$ cat config.mk
export PLATFORM = sky130hd
export DESIGN_NAME = multiword_adder_seq
export DESIGN_NICKNAME = d
export VERILOG_FILES = /design/src/rtl/multiword_adder_seq_pkg.sv /design/src/rtl/multiword_adder_seq_sixbitadder.sv /design/src/rtl/multiword_adder_seq.sv
export SDC_FILE = /design/constraint.sdc
export NUM_CORES = 1
export LEC_CHECK = 0
export BUFFER_PORTS_ARGS = -buffer_cell sky130_fd_sc_hd__buf_2
export CAP_MARGIN = 20
export CORE_UTILIZATION = 35
export DETAILED_ROUTE_END_ITERATION = 10
export GPL_ROUTABILITY_DRIVEN = 0
export HOLD_SLACK_MARGIN = 0.02
export PLACE_DENSITY = 0.68
export SLEW_MARGIN = 10
export SYNTH_ARGS = -nofsm -noshare
export SYNTH_HDL_FRONTEND = slang
export SYNTH_SLANG_ARGS = --single-unit
export TNS_END_PERCENT = 5
$ cat constraint.sdc
create_clock -name clk -period 2.21 [get_ports clk]
set_input_delay 0.1105 -clock clk [delete_from_list [all_inputs] [get_ports clk]]
set_output_delay 0.1105 -clock clk [all_outputs]
set_load 0.05 [all_outputs]
$ cat src/rtl/multiword_adder_seq_pkg.sv
// Shared definitions for the sequential multi-word adder.
// Provides the adder word width and the controller state encoding.
package multiword_adder_seq_pkg;

    localparam int WORD_W = 6;

    typedef enum logic [1:0] {
        IDLE = 2'd0,
        ADD  = 2'd1,
        DONE = 2'd2
    } state_e;

endpackage

$ cat src/rtl/multiword_adder_seq_sixbitadder.sv
// sixbitadder: 6-bit combinational adder with carry in/out.
// Ports: A, B (6b), CarryIn -> Sum (6b), CarryOut.
import multiword_adder_seq_pkg::*;

module sixbitadder (
    input  logic [WORD_W-1:0] A,
    input  logic [WORD_W-1:0] B,
    input  logic              CarryIn,
    output logic [WORD_W-1:0] Sum,
    output logic              CarryOut
);

    logic [WORD_W:0] total;

    assign total = {1'b0, A} + {1'b0, B}
                 + {{WORD_W{1'b0}}, CarryIn};

    assign Sum      = total[WORD_W-1:0];
    assign CarryOut = total[WORD_W];

endmodule

$ cat src/rtl/multiword_adder_seq.sv
// multiword_adder_seq: adds two WORDS*6-bit operands one word per clock.
// Ports: clk, rst (sync, high); in_valid/in_ready/in_a/in_b/in_cin;
//        out_valid/out_ready/out_sum/out_cout; busy.
import multiword_adder_seq_pkg::*;

module multiword_adder_seq #(
    parameter int WORDS = 4
) (
    input  logic                    clk,
    input  logic                    rst,
    input  logic                    in_valid,
    output logic                    in_ready,
    input  logic [WORD_W*WORDS-1:0] in_a,
    input  logic [WORD_W*WORDS-1:0] in_b,
    input  logic                    in_cin,
    output logic                    out_valid,
    input  logic                    out_ready,
    output logic [WORD_W*WORDS-1:0] out_sum,
    output logic                    out_cout,
    output logic                    busy
);

    localparam int N     = WORD_W * WORDS;
    localparam int IDX_W = (WORDS > 1) ? $clog2(WORDS) : 1;
    localparam logic [IDX_W-1:0] LAST_IDX = IDX_W'(WORDS - 1);

    state_e            state;
    logic [IDX_W-1:0]  idx;
    logic [N-1:0]      aSh;
    logic [N-1:0]      bSh;
    logic              carry;
    logic [WORD_W-1:0] wordSum;
    logic              wordCout;

    sixbitadder uAdder (
        .A        (aSh[WORD_W-1:0]),
        .B        (bSh[WORD_W-1:0]),
        .CarryIn  (carry),
        .Sum      (wordSum),
        .CarryOut (wordCout)
    );

    assign in_ready  = (state == IDLE);
    assign out_valid = (state == DONE);
    assign busy      = (state != IDLE);

    always_ff @(posedge clk) begin
        if (rst) begin
            state    <= IDLE;
            idx      <= '0;
            aSh      <= '0;
            bSh      <= '0;
            carry    <= 1'b0;
            out_sum  <= '0;
            out_cout <= 1'b0;
        end else begin
            case (state)
                IDLE: begin
                    if (in_valid) begin
                        aSh     <= in_a;
                        bSh     <= in_b;
                        carry   <= in_cin;
                        idx     <= '0;
                        out_sum <= '0;
                        state   <= ADD;
                    end
                end
                ADD: begin
                    // Word idx lands in its slot; operands shift so
                    // the next word is always at bit 0.
                    out_sum[int'(idx)*WORD_W +: WORD_W] <= wordSum;
                    carry <= wordCout;
                    aSh   <= aSh >> WORD_W;
                    bSh   <= bSh >> WORD_W;
                    if (idx == LAST_IDX) begin
                        out_cout <= wordCout;
                        state    <= DONE;
                    end else begin
                        idx <= idx + 1'b1;
                    end
                end
                DONE: begin
                    if (out_ready) begin
                        state <= IDLE;
                    end
                end
                default: state <= IDLE;
            endcase
        end
    end

endmodule

== Word-level counts from Yosys, hierarchy flattened ==
Index checks and enable logic that the tools add are counted.

* Eq/ne operators: 7
* Shifts and indexed selects: 2
* Multiply operators: 1
* Reduce and logical (&&, ||, !) cells: 7
* $add $sub $neg: 4
* Multiplexer cells: 16

{| class="wikitable"
|+ Operator list
! operator !! count
|-
| 24-bit case mux with 2 select lines || 3
|-
| 24-bit two-way mux || 3
|-
| 5-bit negation with 33-bit output || 1
|-
| 6-bit by 33-bit variable shift with 24-bit output (first input constant) || 1
|-
| 6-bit by 33-bit indexed part select with 24-bit output || 1
|-
| 24-bit bitwise mux || 1
|-
| 2-bit two-way mux || 5
|-
| 6-bit by 6-bit adder with 7-bit output || 1
|-
| 7-bit by 1-bit adder with 7-bit output || 1
|-
| 2-bit != test (second input constant) || 3
|-
| 2-bit case mux with 3 select lines || 1
|-
| 3-bit AND reduction || 2
|-
| 2-bit == test (second input constant) || 2
|-
| 2-bit by 2-bit multiplier with 4-bit output (second input constant) || 1
|-
| 2-bit case mux with 2 select lines || 1
|-
| 2-bit AND reduction || 2
|-
| 2-bit nonzero test || 2
|-
| 2-bit by 1-bit adder with 2-bit output (second input constant) || 1
|-
| 2-bit by 1-bit == test with 1-bit output (second input constant) || 1
|-
| 2-bit logical NOT || 1
|-
| 2-bit by 1-bit != test with 1-bit output (second input constant) || 1
|-
| 1-bit case mux with 2 select lines || 1
|-
| 1-bit two-way mux || 1
|}

* Output and inout port bits: 28
* Register bits: 78
* Input bits: 53
* Logic and storage cells: 44

== Logic depth before layout (Yosys ltp) ==
Gate-level depths: netlist of run 1.

* Depth after elaboration: 5
* Gate-level depth with buffers: 8
* Gate-level depth less buffers: 8

== By module ==
From an unflattened synthesis of run 1, not the netlist that was laid out.

* Cell total of the unflattened synthesis: 400
* Area, all modules: 3867.5 µm²

{| class="wikitable"
|+ By module, submodules not included
! module !! area each (µm²) !! cells an instance !! times used !! sequential area each (µm²)
|-
| multiword_adder_seq || 3617.2 || 372 || 1 || 1561.5
|-
| sixbitadder || 250.2 || 28 || 1 || 0.0
|}

== Worst setup path before layout of run 1 ==
No wires, ideal clock.

* Path kind: register to register
* From: register idx[0]
* To: register out_sum[0]
* Setup slack: 244 ps
* Period minus slack after synthesis: 1966 ps
* Required time: 2150 ps
* Setup time: 60 ps
* Stages on the path, launching flop included: 7
* Arrival time: 1906 ps
* Cell sequence: dfxtp_1 -> buf_2 -> clkinv_1 -> ha_1 -> buf_2 -> nor4_1 -> a22o_1

* Longest elaborated chain between the ends: 5

{| class="wikitable"
|+ RTL lines
! item !! RTL line !! RTL
|-
| start: declaration || multiword_adder_seq.sv:28 || <nowiki>logic [IDX_W-1:0] idx;</nowiki>
|-
| start signal: assignment || multiword_adder_seq.sv:79 || <nowiki>idx <= idx + 1'b1;</nowiki>
|-
| 2-bit by 2-bit multiplier with 4-bit output * || multiword_adder_seq.sv:71 || <nowiki>out_sum[int'(idx)*WORD_W +: WORD_W] <= wordSum;</nowiki>
|-
| 5-bit negation with 33-bit output * || multiword_adder_seq.sv:71 ||
|-
| 6-bit by 33-bit indexed part select with 24-bit output or 6-bit by 33-bit variable shift with 24-bit output (tied branches) || multiword_adder_seq.sv:71 ||
|-
| 24-bit bitwise mux * || multiword_adder_seq.sv:71 ||
|-
| 24-bit case mux with 2 select lines * || multiword_adder_seq.sv:57 || <nowiki>case (state)</nowiki>
|-
| end signal: indexed assignment || multiword_adder_seq.sv:71 ||
|-
| end: declaration || multiword_adder_seq.sv:18 || <nowiki>output logic [WORD_W*WORDS-1:0] out_sum,</nowiki>
|}

Every way passes the cells marked *; elsewhere a longest branch is shown, timed or not.
A chain may end at the register's enable or synchronous reset.

== Worst setup path in the final report of run 1 ==
* From: register aSh[0]
* To: register out_sum[4]

* Longest elaborated chain between the ends: 5

{| class="wikitable"
|+ RTL lines
! item !! RTL line !! RTL
|-
| start: declaration || multiword_adder_seq.sv:29 || <nowiki>logic [N-1:0] aSh;</nowiki>
|-
| start signal: assignment || multiword_adder_seq.sv:60 || <nowiki>aSh <= in_a;</nowiki>
|-
| start signal: assignment || multiword_adder_seq.sv:73 || <nowiki>aSh <= aSh >> WORD_W;</nowiki>
|-
| 6-bit by 6-bit adder with 7-bit output || multiword_adder_seq_sixbitadder.sv:15 || <nowiki>assign total = {1'b0, A} + {1'b0, B}</nowiki>
|-
| 7-bit by 1-bit adder with 7-bit output || multiword_adder_seq_sixbitadder.sv:16 || <nowiki>+ {{WORD_W{1'b0}}, CarryIn};</nowiki>
|-
| 6-bit by 33-bit indexed part select with 24-bit output || multiword_adder_seq.sv:71 ||
|-
| 24-bit bitwise mux || multiword_adder_seq.sv:71 ||
|-
| 24-bit case mux with 2 select lines || multiword_adder_seq.sv:57 ||
|}

Every way passes these cells.

==> results of run 1 <==
cells by family after synthesis:
logic type / after synthesis
AND/OR/NAND/NOR: 200
AO/OA/AOI/OAI: 107
multiplexers: 2
buffers and inverters: 41
flip-flops: 78
adder cells (fa/ha/maj): 13
XOR/XNOR: 3
registers in the layout, summed over array words and instances, names as in the netlist:
signal / flops
out_sum: 24
carry: 1
bSh: 24
aSh: 24
state: 2
out_cout: 1
idx: 2
worst reg2reg max path, stage by stage (launching register included):
cell	delay, ns
dfxtp_2	0.34
fa_2	0.40
inv_1	0.08
fa_1	0.20
nor2b_2	0.05
o21ai_0	0.23
a21oi_2	0.14
buf_4	0.16
a221oi_1	0.27
nor3_1	0.08
report_power, final:
part | internal, mW | switching [mW]
combinational | 0.268 | 0.363
sequential | 1.48 | 0.0497
clock | 0.479 | 0.543
synthesized netlist by cell type (all sizes together), types with 3 or more instances:
master and n:
a311oi 37, inv 8, dfxtp 78, nand2b 5, a22oi 17, o21ai 16, ha 11, a21oi 10
clkbuf 12, a21o 3, nand2 95, buf 20, or2 3, nand3 5, nor2b 4, a22o 6
nor2 71, nor3 8, a32oi 3
repair_timing:
item,4_1_cts,5_1_grt
hold endpoints to repair,40,0
setup buffers,0,1
hold buffers,40,0
setup endpoints to repair,0,5
resized for setup,0,7
layer usage:
layer | share of wire | wire length [um] | global-route usage
met1 | 0.43 | 4160 | 0.217
met2 | 0.49 | 4710 | 0.315
met3 | 0.058 | 551 | 0.0414
met4 | 0.017 | 159 | 0.0633
met5 | 0 | 0 | 0
worst paths after layout:
| path | slack, ns | start | end |
|---|---|---|---|
| hold / removal | 0.03 | in_b[0] | bSh[0] |
| hold reg to reg | 0.46 | out_sum[19] | out_sum[19] |
| setup / recovery | 0.13 | aSh[0] | out_sum[4] |
| setup reg to reg | 0.13 | aSh[0] | out_sum[4] |
per-stage QoR:
step,instance area [um^2],util
3_5_place_dp,4160,0.420
6_report,4770,0.482
5_1_grt,4770,0.482
2_1_floorplan,3630,-
4_1_cts,4750,0.479
3_3_place_gp,4160,0.420
final cells by class:
type / instances / area, um^2
fillers: 976 / 5140
multi-input cells: 325 / 1910
flip-flops and latches: 78 / 1560
repair buffers: 133 / 911
well taps: 133 / 166
clock buffers: 11 / 151
clock inverters: 5 / 40.0
inverters: 9 / 33.8
==> impl_metrics.xml, run 1 <==
<?xml version="1.0" encoding="UTF-8"?>
<metrics>
  <group name="hold_path">
    <metric name="holdCritPathClass" unit="">primary input to flip-flop</metric>
    <metric name="whs_path_depth" unit="">3</metric>
  </group>
  <group name="cells_and_area">
    <metric name="final-instance-count-excl-fill" unit="">694</metric>
    <metric name="layout.cells.most_common_list" unit="">95 x nand2_1, 80 x buf_2, 76 x dfxtp_1</metric>
    <metric name="final_layout_size_suffix_gt1_frac" unit="">0.223</metric>
    <metric name="post_synthesis_to_final_layout_area_growth" unit="%">31.3</metric>
    <metric name="nNetsFinal" unit="">622</metric>
    <metric name="antenna_cell_count" unit="">0</metric>
    <metric name="mostFrequentLayoutCell" unit="">nand2_1</metric>
  </group>
  <group name="yosys">
    <metric name="synth_edf_count" unit="">0</metric>
    <metric name="synthDominantCellAreaShare" unit="">0.430</metric>
    <metric name="yosys.area_share.simple" unit="">0.230</metric>
    <metric name="synthDistinctLibCells" unit="">51</metric>
    <metric name="yosys_warnings" unit="">0</metric>
    <metric name="post_synth_instance_area" unit="um^2">3630</metric>
    <metric name="synth.area.mux_share" unit="">0.00585</metric>
    <metric name="combinational_family_with_the_most_area_after_synthesis" unit="">simple AND/OR/NAND/NOR gates</metric>
    <metric name="synthTopCellsByArea" unit="">dfxtp_1 43%, nand2_1 9.8%, a311oi_1 8.9%, nor2_1 7.2%, ha_1 3.8%</metric>
    <metric name="yosysSeqAreaShare" unit="">0.430</metric>
    <metric name="synth_compound_area_frac" unit="">0.226</metric>
    <metric name="number_of_synthesized_register_bits" unit="">78</metric>
    <metric name="synthXorXnorAreaFrac" unit="">0.00929</metric>
    <metric name="synth_net_count" unit="">510</metric>
    <metric name="yosysTopAreaCell" unit="">dfxtp_1</metric>
    <metric name="avgSynthCellArea" unit="um^2">8.19</metric>
    <metric name="synth-adder-area-share" unit="">0.0489</metric>
    <metric name="synth-main-ff-cell" unit="">dfxtp_1</metric>
    <metric name="synth_async_sr_flop_share" unit="">0</metric>
    <metric name="netlist_instances" unit="">444</metric>
  </group>
  <group name="drt">
    <metric name="via_density_per_instance" unit="">5.17</metric>
    <metric name="postRouteAntennaNets" unit="">0</metric>
    <metric name="drcViolationCount" unit="">0</metric>
    <metric name="dr.first_iter.drc_count" unit="">158</metric>
    <metric name="route.final.wire_length" unit="um">9570</metric>
    <metric name="drt_pre_antenna_iters" unit="">4</metric>
    <metric name="route.vias.total" unit="">3589</metric>
    <metric name="wire_per_inst" unit="um">13.8</metric>
  </group>
  <group name="setup_path">
    <metric name="critical_path_peak_fanout" unit="">4</metric>
    <metric name="cp_cell_sequence" unit="">fa_2 &gt; inv_1 &gt; fa_1 &gt; nor2b_2 &gt; o21ai_0 &gt; a21oi_2 &gt; buf_4 &gt; a221oi_1 &gt; nor3_1</metric>
    <metric name="timing_worst_setup_path_type" unit="">flip-flop to flip-flop</metric>
    <metric name="crit_arrival" unit="ns">2.30</metric>
    <metric name="critPathMaxStageDelay" unit="ns">0.40</metric>
    <metric name="cp.depth" unit="">9</metric>
    <metric name="critPathTopFamily" unit="">compound AO/OA/AOI/OAI gates</metric>
    <metric name="timing.reg2reg.worst_path_depth" unit="">9</metric>
    <metric name="critPathLaunchType" unit="">flip-flop</metric>
    <metric name="critical_path_buf_inv_count" unit="">2</metric>
    <metric name="crit_path_end_kind" unit="">flip-flop</metric>
    <metric name="crit_path_top_delay_cell" unit="">fa_2</metric>
    <metric name="worstPathRequired" unit="ns">2.44</metric>
  </group>
  <group name="sta">
    <metric name="post-route-min-period" unit="ns">2.08</metric>
    <metric name="setup_viol" unit="">0</metric>
    <metric name="min_period_over_period" unit="">0.941</metric>
    <metric name="tns_setup" unit="ns">0</metric>
    <metric name="achievable-frequency" unit="GHz">0.481</metric>
    <metric name="finalClockSkew" unit="ns">0.0132</metric>
    <metric name="slew_headroom" unit="">0.590</metric>
    <metric name="holdWs" unit="ns">0.0300</metric>
    <metric name="finalWorstSetupSlack" unit="ns">0.131</metric>
    <metric name="timing.final.max_slew_violations" unit="">0</metric>
    <metric name="tightestPinTransition" unit="ns">0.609</metric>
    <metric name="report.final.hold_viol_count" unit="">0</metric>
  </group>
  <group name="pwr">
    <metric name="worst_ir_drop_vdd" unit="mV">0.349</metric>
    <metric name="design_power_total" unit="mW">3.19</metric>
    <metric name="power_density" unit="nW/um^2">668</metric>
    <metric name="power.static_leakage" unit="nW">2.04</metric>
  </group>
  <group name="run">
    <metric name="maxCapViolCount" unit="">0</metric>
  </group>
  <group name="grt">
    <metric name="number_of_antenna_violations_at_the_first_check_in_global_routing" unit="">0</metric>
    <metric name="grt_start_max_net_pins" unit="">73</metric>
    <metric name="groute.usage.overall" unit="">0.181</metric>
    <metric name="grt_pass1_wl" unit="um">15800</metric>
    <metric name="grt_overflow_total" unit="">0</metric>
    <metric name="first_global_vias" unit="">3397</metric>
  </group>
  <group name="clock_network">
    <metric name="clock_tree.buffer_depth" unit="">2</metric>
    <metric name="cts_made_buffers" unit="">9</metric>
    <metric name="cts_tree" unit="">done</metric>
    <metric name="numClockSinks" unit="">78</metric>
    <metric name="cts.root.buffer_cell" unit="">clkbuf_8</metric>
    <metric name="worst_setup_hold_path_clk_slew" unit="ns">0.08</metric>
    <metric name="cts-htree-levels" unit="">3</metric>
    <metric name="insertion_delay_of_the_later_clocked_pin_in_the_worst_skew_pair" unit="ns">0.35</metric>
  </group>
  <group name="run_status">
    <metric name="run_status" unit="">finished clean</metric>
  </group>
  <group name="place">
    <metric name="post-dp-hpwl" unit="um">6590</metric>
    <metric name="place_worst_setup_slack" unit="ns">0.105</metric>
    <metric name="dpl.cell_count" unit="">637</metric>
    <metric name="portBuffers" unit="">80</metric>
  </group>
  <group name="die">
    <metric name="die_area" unit="um^2">10800</metric>
    <metric name="die-width" unit="um">104</metric>
    <metric name="initial_utilization" unit="">0.367</metric>
    <metric name="boundaryPins" unit="">81</metric>
    <metric name="placement_rows" unit="">36</metric>
    <metric name="fp.dieH" unit="um">104</metric>
    <metric name="placeableCoreArea" unit="um^2">9910</metric>
  </group>
</metrics>
Power figures use the tool's default switching activity.
==> run 2: changes to the inputs <==
Settings changed: CORE_UTILIZATION 35 to 40, PLACE_DENSITY 0.68 to 0.74.
==> run 2 against run 1 <==
Effect of this change:
- wire length shrank 0.44%
- setup slack lost 0.0060 ns
- flip-flop and latch count is the same
- fmax shrank 0.29%
- sequential share of layout area grew 0.96 points
- via count shrank 1.6%
- total power grew 3.3%
- critical path depth is the same
- sequential power is essentially flat
- first-iteration DRC count grew 8.9%
- clock skew grew 0.00061 ns
- final cell count shrank 5.8%
- critical endpoint is now out_sum[18]
==> impl_metrics.xml, run 2 (synthesis results as in run 1) <==
<?xml version="1.0" encoding="UTF-8"?>
<metrics>
  <group name="grt">
    <metric name="grt_start_max_net_pins" unit="">73</metric>
    <metric name="grt_pass1_wl" unit="um">16200</metric>
    <metric name="groute.usage.overall" unit="">0.206</metric>
    <metric name="number_of_antenna_violations_at_the_first_check_in_global_routing" unit="">0</metric>
    <metric name="first_global_vias" unit="">3485</metric>
    <metric name="grt_overflow_total" unit="">0</metric>
  </group>
  <group name="drt">
    <metric name="dr.first_iter.drc_count" unit="">172</metric>
    <metric name="wire_per_inst" unit="um">14.6</metric>
    <metric name="drcViolationCount" unit="">0</metric>
    <metric name="via_density_per_instance" unit="">5.40</metric>
    <metric name="postRouteAntennaNets" unit="">0</metric>
    <metric name="route.vias.total" unit="">3530</metric>
    <metric name="route.final.wire_length" unit="um">9530</metric>
    <metric name="drt_pre_antenna_iters" unit="">5</metric>
  </group>
  <group name="sta">
    <metric name="report.final.hold_viol_count" unit="">0</metric>
    <metric name="tightestPinTransition" unit="ns">0.550</metric>
    <metric name="slew_headroom" unit="">0.633</metric>
    <metric name="min_period_over_period" unit="">0.943</metric>
    <metric name="grt_setup_unrepaired" unit="">no</metric>
    <metric name="finalClockSkew" unit="ns">0.0138</metric>
    <metric name="timing.final.max_slew_violations" unit="">0</metric>
    <metric name="achievable-frequency" unit="GHz">0.480</metric>
    <metric name="tns_setup" unit="ns">0</metric>
    <metric name="setup_viol" unit="">0</metric>
    <metric name="post-route-min-period" unit="ns">2.08</metric>
  </group>
  <group name="cells_and_area">
    <metric name="final_layout_size_suffix_gt1_frac" unit="">0.223</metric>
    <metric name="antenna_cell_count" unit="">0</metric>
    <metric name="nNetsFinal" unit="">607</metric>
    <metric name="layout.cells.most_common_list" unit="">95 x nand2_1, 80 x buf_2, 78 x dfxtp_1</metric>
    <metric name="finalCoreUtilization" unit="">0.528</metric>
    <metric name="largest_registers" unit="">aSh: 24 flops, bSh: 24 flops, out_sum: 24 flops</metric>
    <metric name="mostFrequentLayoutCell" unit="">nand2_1</metric>
    <metric name="final_cell_area" unit="um^2">4630</metric>
    <metric name="post_synthesis_to_final_layout_area_growth" unit="%">27.4</metric>
  </group>
  <group name="pwr">
    <metric name="design_power_total" unit="mW">3.29</metric>
    <metric name="power.static_leakage" unit="nW">1.97</metric>
    <metric name="power_density" unit="nW/um^2">711</metric>
    <metric name="worst_ir_drop_vdd" unit="mV">0.479</metric>
  </group>
  <group name="place">
    <metric name="portBuffers" unit="">80</metric>
    <metric name="placed_area" unit="um^2">4110</metric>
    <metric name="post-dp-hpwl" unit="um">6410</metric>
  </group>
  <group name="run_status">
    <metric name="run_status" unit="">finished clean</metric>
  </group>
  <group name="die">
    <metric name="boundaryPins" unit="">81</metric>
    <metric name="placeableCoreArea" unit="um^2">8760</metric>
    <metric name="initial_utilization" unit="">0.415</metric>
    <metric name="fp.dieH" unit="um">97.3</metric>
    <metric name="placement_rows" unit="">34</metric>
    <metric name="die-width" unit="um">97.3</metric>
    <metric name="die_area" unit="um^2">9470</metric>
  </group>
  <group name="setup_path">
    <metric name="crit_arrival" unit="ns">2.36</metric>
    <metric name="worst_r2r_startpoint" unit="">aSh[0]</metric>
    <metric name="crit_path_end_kind" unit="">flip-flop</metric>
    <metric name="critPathLaunchType" unit="">flip-flop</metric>
    <metric name="critical_path_peak_fanout" unit="">5</metric>
    <metric name="worstPathRequired" unit="ns">2.49</metric>
    <metric name="startpoint" unit="">aSh[0]</metric>
    <metric name="timing_worst_setup_path_type" unit="">flip-flop to flip-flop</metric>
  </group>
  <group name="hold_path">
    <metric name="holdCritPathClass" unit="">primary input to flip-flop</metric>
    <metric name="startpoint_of_the_most_critical_hold_path" unit="">in_a[0]</metric>
  </group>
  <group name="clock_network">
    <metric name="numClockSinks" unit="">78</metric>
    <metric name="cts.root.buffer_cell" unit="">clkbuf_8</metric>
    <metric name="worst_setup_hold_path_clk_slew" unit="ns">0.09</metric>
    <metric name="clock_tree.buffer_depth" unit="">2</metric>
    <metric name="insertion_delay_of_the_later_clocked_pin_in_the_worst_skew_pair" unit="ns">0.36</metric>
    <metric name="cts_tree" unit="">done</metric>
    <metric name="cts-htree-levels" unit="">3</metric>
    <metric name="cts_made_buffers" unit="">9</metric>
  </group>
  <group name="run">
    <metric name="maxCapViolCount" unit="">0</metric>
  </group>
</metrics>
-- run 2: cell types whose count changed in the layout (fill, tap and decap cells not counted), moves of 2 or more --
cell | previous run | this run
buf_4 | 12 | 10
clkbuf_8 | 11 | 9
clkinv_4 | 2 | 0
clkinvlp_4 | 0 | 2
dfxtp_1 | 76 | 78
dfxtp_2 | 2 | 0
dlygate4sd3_1 | 40 | 27
-- run 2: critical path, cell delays in order (launching register included) --
cell	delay (ns)
dfxtp_1	0.34
fa_2	0.41
inv_1	0.09
fa_2	0.23
nor2b_1	0.07
o31a_1	0.29
a21oi_4	0.22
buf_4	0.15
a22oi_1	0.07
o21ai_0	0.13
-- run 2: through the flow --
step / std cells / hold slack [ns] / worst slack, ns
finish: 654 / 0.0236 / 0.125
global route: 654 / 0.0243 / 0.0312
CTS: 653 / 0.0207 / 0.0519
detailed placement: 610 / 0.354 / 0.0676
global placement: 610 / 0.346 / 0.137
floorplan: 444 / 0.259 / 0.244
-- run 2: final timing paths --
| path | depth (start not counted) | slack (ns) | end |
|---|---|---|---|
| max | 9 | 0.13 | out_sum[18] |
| min | 3 | 0.02 | aSh[0] |
| max reg2reg | 9 | 0.13 | out_sum[18] |
| min reg2reg | 2 | 0.46 | out_sum[9] |
-- run 2: layout make-up --
type | count | area (um^2)
well taps | 108 | 135
flip-flops and latches | 78 | 1560
clock buffers | 9 | 124
clock inverters | 7 | 90.1
fillers | 815 | 4130
multi-input cells | 325 | 1920
inverters | 9 | 33.8
repair buffers | 118 | 766
-- run 2: where the power goes --
| part | internal [mW] | switching (mW) | leakage, nW |
|---|---|---|---|
| sequential | 1.48 | 0.0501 | 0.640 |
| combinational | 0.254 | 0.369 | 1.23 |
| clock | 0.547 | 0.590 | 0.101 |
| total | 2.28 | 1.01 | 1.97 |
-- run 2: metal layers --
metal	share of wire	track usage	up-vias
li1	-	-	1761
met1	0.43	0.246	1618
met2	0.49	0.366	137
met3	0.064	0.0439	14
met4	0.014	0.0701	0
met5	0	0	-
-- run 2: timing repair --
item                                    4_1_cts  5_1_grt
hold endpoints to repair                     27        0
setup buffers                                 0        1
hold buffers                                 27        0
endpoints found under the setup margin        0       10
resized for setup                             0        8
==> run 3: changes to the inputs <==
Settings changed: PLACE_DENSITY 0.74 to 0.76.
Clock period 2.21 ns to 1.7 ns, I/O delays scaled along.
==> run 3 against run 2 <==
Effect of this change:
- the run now ends with negative setup slack left
- sequential share of layout area is 2.7 points lower
- first-iteration DRC count decreased by 8.1%
- global-route usage increased by 1.7 points
- critical path type unchanged
- critical endpoint is now out_sum[6]
==> impl_metrics.xml, run 3 (synthesis results as in run 1) <==
<?xml version="1.0" encoding="UTF-8"?>
<metrics>
  <group name="clock_network">
    <metric name="cts_tree" unit="">done</metric>
    <metric name="cts-htree-levels" unit="">3</metric>
    <metric name="insertion_delay_of_the_later_clocked_pin_in_the_worst_skew_pair" unit="ns">0.37</metric>
    <metric name="cts_made_buffers" unit="">9</metric>
    <metric name="worst_setup_hold_path_clk_slew" unit="ns">0.09</metric>
    <metric name="clock_tree.buffer_depth" unit="">2</metric>
    <metric name="numClockSinks" unit="">78</metric>
    <metric name="cts.root.buffer_cell" unit="">clkbuf_8</metric>
  </group>
  <group name="setup_path">
    <metric name="cp_cell_sequence" unit="">fa_2 &gt; inv_2 &gt; fa_2 &gt; buf_4 &gt; xor2_2 &gt; o21ai_0 &gt; a32oi_2 &gt; o21ai_1</metric>
    <metric name="critPathLaunchType" unit="">flip-flop</metric>
    <metric name="critical_path_peak_fanout" unit="">3</metric>
    <metric name="r2r_end" unit="">out_sum[6]</metric>
    <metric name="critPathMaxStageDelay" unit="ns">0.36</metric>
    <metric name="crit_path_top_delay_cell" unit="">dfxtp_2</metric>
    <metric name="crit_top_cell" unit="">fa_2</metric>
    <metric name="crit_arrival" unit="ns">2.24</metric>
    <metric name="startpoint" unit="">carry</metric>
    <metric name="worst_r2r_startpoint" unit="">carry</metric>
    <metric name="timing.reg2reg.worst_path_depth" unit="">8</metric>
    <metric name="timing_worst_setup_path_type" unit="">flip-flop to flip-flop</metric>
    <metric name="worstPathRequired" unit="ns">1.96</metric>
    <metric name="reg2reg_setup_slack" unit="ns">-0.28</metric>
    <metric name="crit_path_end_kind" unit="">flip-flop</metric>
  </group>
  <group name="sta">
    <metric name="setup_viol" unit="">22</metric>
    <metric name="finalClockSkew" unit="ns">0.0131</metric>
    <metric name="timing.final.max_slew_violations" unit="">0</metric>
    <metric name="holdWs" unit="ns">0.0183</metric>
    <metric name="tightestPinTransition" unit="ns">0.460</metric>
    <metric name="finalWorstSetupSlack" unit="ns">-0.281</metric>
    <metric name="achievable-frequency" unit="GHz">0.505</metric>
    <metric name="min_period_over_period" unit="">1.17</metric>
    <metric name="report.final.hold_viol_count" unit="">0</metric>
    <metric name="post-route-min-period" unit="ns">1.98</metric>
    <metric name="grt_setup_unrepaired" unit="">yes</metric>
    <metric name="slew_headroom" unit="">0.691</metric>
  </group>
  <group name="run">
    <metric name="maxCapViolCount" unit="">0</metric>
  </group>
  <group name="cells_and_area">
    <metric name="largest_registers" unit="">aSh: 24 flops, bSh: 24 flops, out_sum: 24 flops</metric>
    <metric name="mostFrequentLayoutCell" unit="">nand2_1</metric>
    <metric name="multiInputGateArea" unit="um^2">1960</metric>
    <metric name="seqCellArea" unit="um^2">1570</metric>
    <metric name="post_synthesis_to_final_layout_area_growth" unit="%">38.9</metric>
    <metric name="final_layout_size_suffix_gt1_frac" unit="">0.267</metric>
    <metric name="fill_cells" unit="">760</metric>
    <metric name="antenna_cell_count" unit="">0</metric>
    <metric name="final_cell_area" unit="um^2">5050</metric>
    <metric name="nNetsFinal" unit="">648</metric>
    <metric name="layout.cells.most_common_list" unit="">95 x nand2_1, 80 x buf_2, 75 x dfxtp_1</metric>
  </group>
  <group name="pwr">
    <metric name="cellInternalPower" unit="mW">3.06</metric>
    <metric name="power_density" unit="nW/um^2">876</metric>
    <metric name="power.share.clock" unit="">0.335</metric>
    <metric name="power.static_leakage" unit="nW">2.18</metric>
    <metric name="power_switching" unit="mW">1.36</metric>
    <metric name="pwr-share-comb" unit="">0.214</metric>
    <metric name="worst_ir_drop_vdd" unit="mV">0.527</metric>
    <metric name="seqPwrFrac" unit="">0.451</metric>
    <metric name="switching_share" unit="">0.307</metric>
  </group>
  <group name="grt">
    <metric name="grt_start_max_net_pins" unit="">40</metric>
    <metric name="grt_pass1_wl" unit="um">17100</metric>
    <metric name="groute.usage.overall" unit="">0.223</metric>
    <metric name="first_global_vias" unit="">3668</metric>
    <metric name="grt_overflow_total" unit="">0</metric>
    <metric name="number_of_antenna_violations_at_the_first_check_in_global_routing" unit="">0</metric>
  </group>
  <group name="hold_path">
    <metric name="endpoint_of_the_worst_hold_path" unit="">bSh[0]</metric>
    <metric name="startpoint_of_the_most_critical_hold_path" unit="">in_b[0]</metric>
    <metric name="holdCritPathClass" unit="">primary input to flip-flop</metric>
    <metric name="whs_path_depth" unit="">3</metric>
  </group>
  <group name="run_status">
    <metric name="failing_checks" unit="">negative setup slack</metric>
    <metric name="run_status" unit="">finished, violations left</metric>
  </group>
  <group name="place">
    <metric name="post-dp-hpwl" unit="um">6650</metric>
    <metric name="portBuffers" unit="">80</metric>
    <metric name="placed_area" unit="um^2">4310</metric>
  </group>
  <group name="drt">
    <metric name="route.final.wire_length" unit="um">10400</metric>
    <metric name="wire_per_inst" unit="um">15.0</metric>
    <metric name="drt_pre_antenna_iters" unit="">5</metric>
    <metric name="postRouteAntennaNets" unit="">0</metric>
    <metric name="drcViolationCount" unit="">0</metric>
    <metric name="dr.first_iter.drc_count" unit="">158</metric>
    <metric name="route.vias.total" unit="">3722</metric>
    <metric name="via_density_per_instance" unit="">5.36</metric>
  </group>
  <group name="die">
    <metric name="die_area" unit="um^2">9470</metric>
    <metric name="boundaryPins" unit="">81</metric>
    <metric name="placeableCoreArea" unit="um^2">8760</metric>
    <metric name="placement_rows" unit="">34</metric>
    <metric name="die-width" unit="um">97.3</metric>
    <metric name="fp.dieH" unit="um">97.3</metric>
    <metric name="initial_utilization" unit="">0.415</metric>
  </group>
</metrics>
-- run 3: worst max path at each step --
stage                        endpoint
final                      out_sum[6]
after global routing       out_sum[8]
after CTS                    out_cout
after detailed placement   out_sum[6]
after global placement    out_sum[14]
after floorplan           out_sum[14]
-- run 3: per-stage QoR --
| step | util | power [mW] | cells | setup WS, ns | setup TNS, ns |
|---|---|---|---|---|---|
| 6_report | 0.576 | 4.42 | 695 | -0.281 | -3.59 |
| 5_1_grt | 0.576 | 4.61 | 695 | -0.402 | -5.42 |
| 4_1_cts | 0.573 | 4.40 | 695 | -0.315 | -3.95 |
| 3_5_place_dp | 0.492 | 2.84 | 632 | -0.328 | -4.00 |
| 3_3_place_gp | 0.492 | 2.82 | 632 | -0.238 | -2.80 |
| 2_1_floorplan | - | 2.56 | 444 | -0.123 | -1.64 |
-- run 3: what timing repair did --
action                                 in CTS  in global routing
pin swaps                                   3                  5
buffers inserted                            0                  0
resized for setup                          12                 12
endpoints found under the hold margin      47                  0
setup endpoints to repair                  23                 24
cloned                                      0                  0
hold buffers                               47                  0
-- run 3: worst max-delay path, delay by kind of cell, from the launching register on --
| kind | cells | cell delay [ns] |
|---|---|---|
| compound gates | 3 | 0.51 |
| xor+xnor | 1 | 0.20 |
| fa+ha+maj | 2 | 0.59 |
| buf+inv | 2 | 0.21 |
| flops | 1 | 0.36 |
-- run 3: routing by layer --
metal / global-route usage / wire (um) / vias to the layer above
met1: 0.259 / 4290 / 1726
li1: - / - / 1842
met4: 0.0837 / 243 / 0
met3: 0.0547 / 606 / 21
met5: 0 / 0 / -
met2: 0.397 / 5280 / 133
-- run 3: layout make-up --
cell class / instances / area share
clock buffers: 9 / 0.0245
clock inverters: 7 / 0.0178
inverters: 9 / 0.00694
multi-input cells: 325 / 0.389
flip-flops and latches: 78 / 0.310
well taps: 108 / 0.0268
repair buffers: 159 / 0.225
-- run 3: power by group through the flow --
stage | logic (mW) | clock network (mW) | registers [mW]
after CTS | 0.910 | 1.50 | 1.99
after global routing | 1.03 | 1.58 | 2.01
after floorplan | 0.515 | 0 | 2.04
after global placement | 0.789 | 0 | 2.03
final | 0.947 | 1.48 | 1.99
after detailed placement | 0.807 | 0 | 2.03
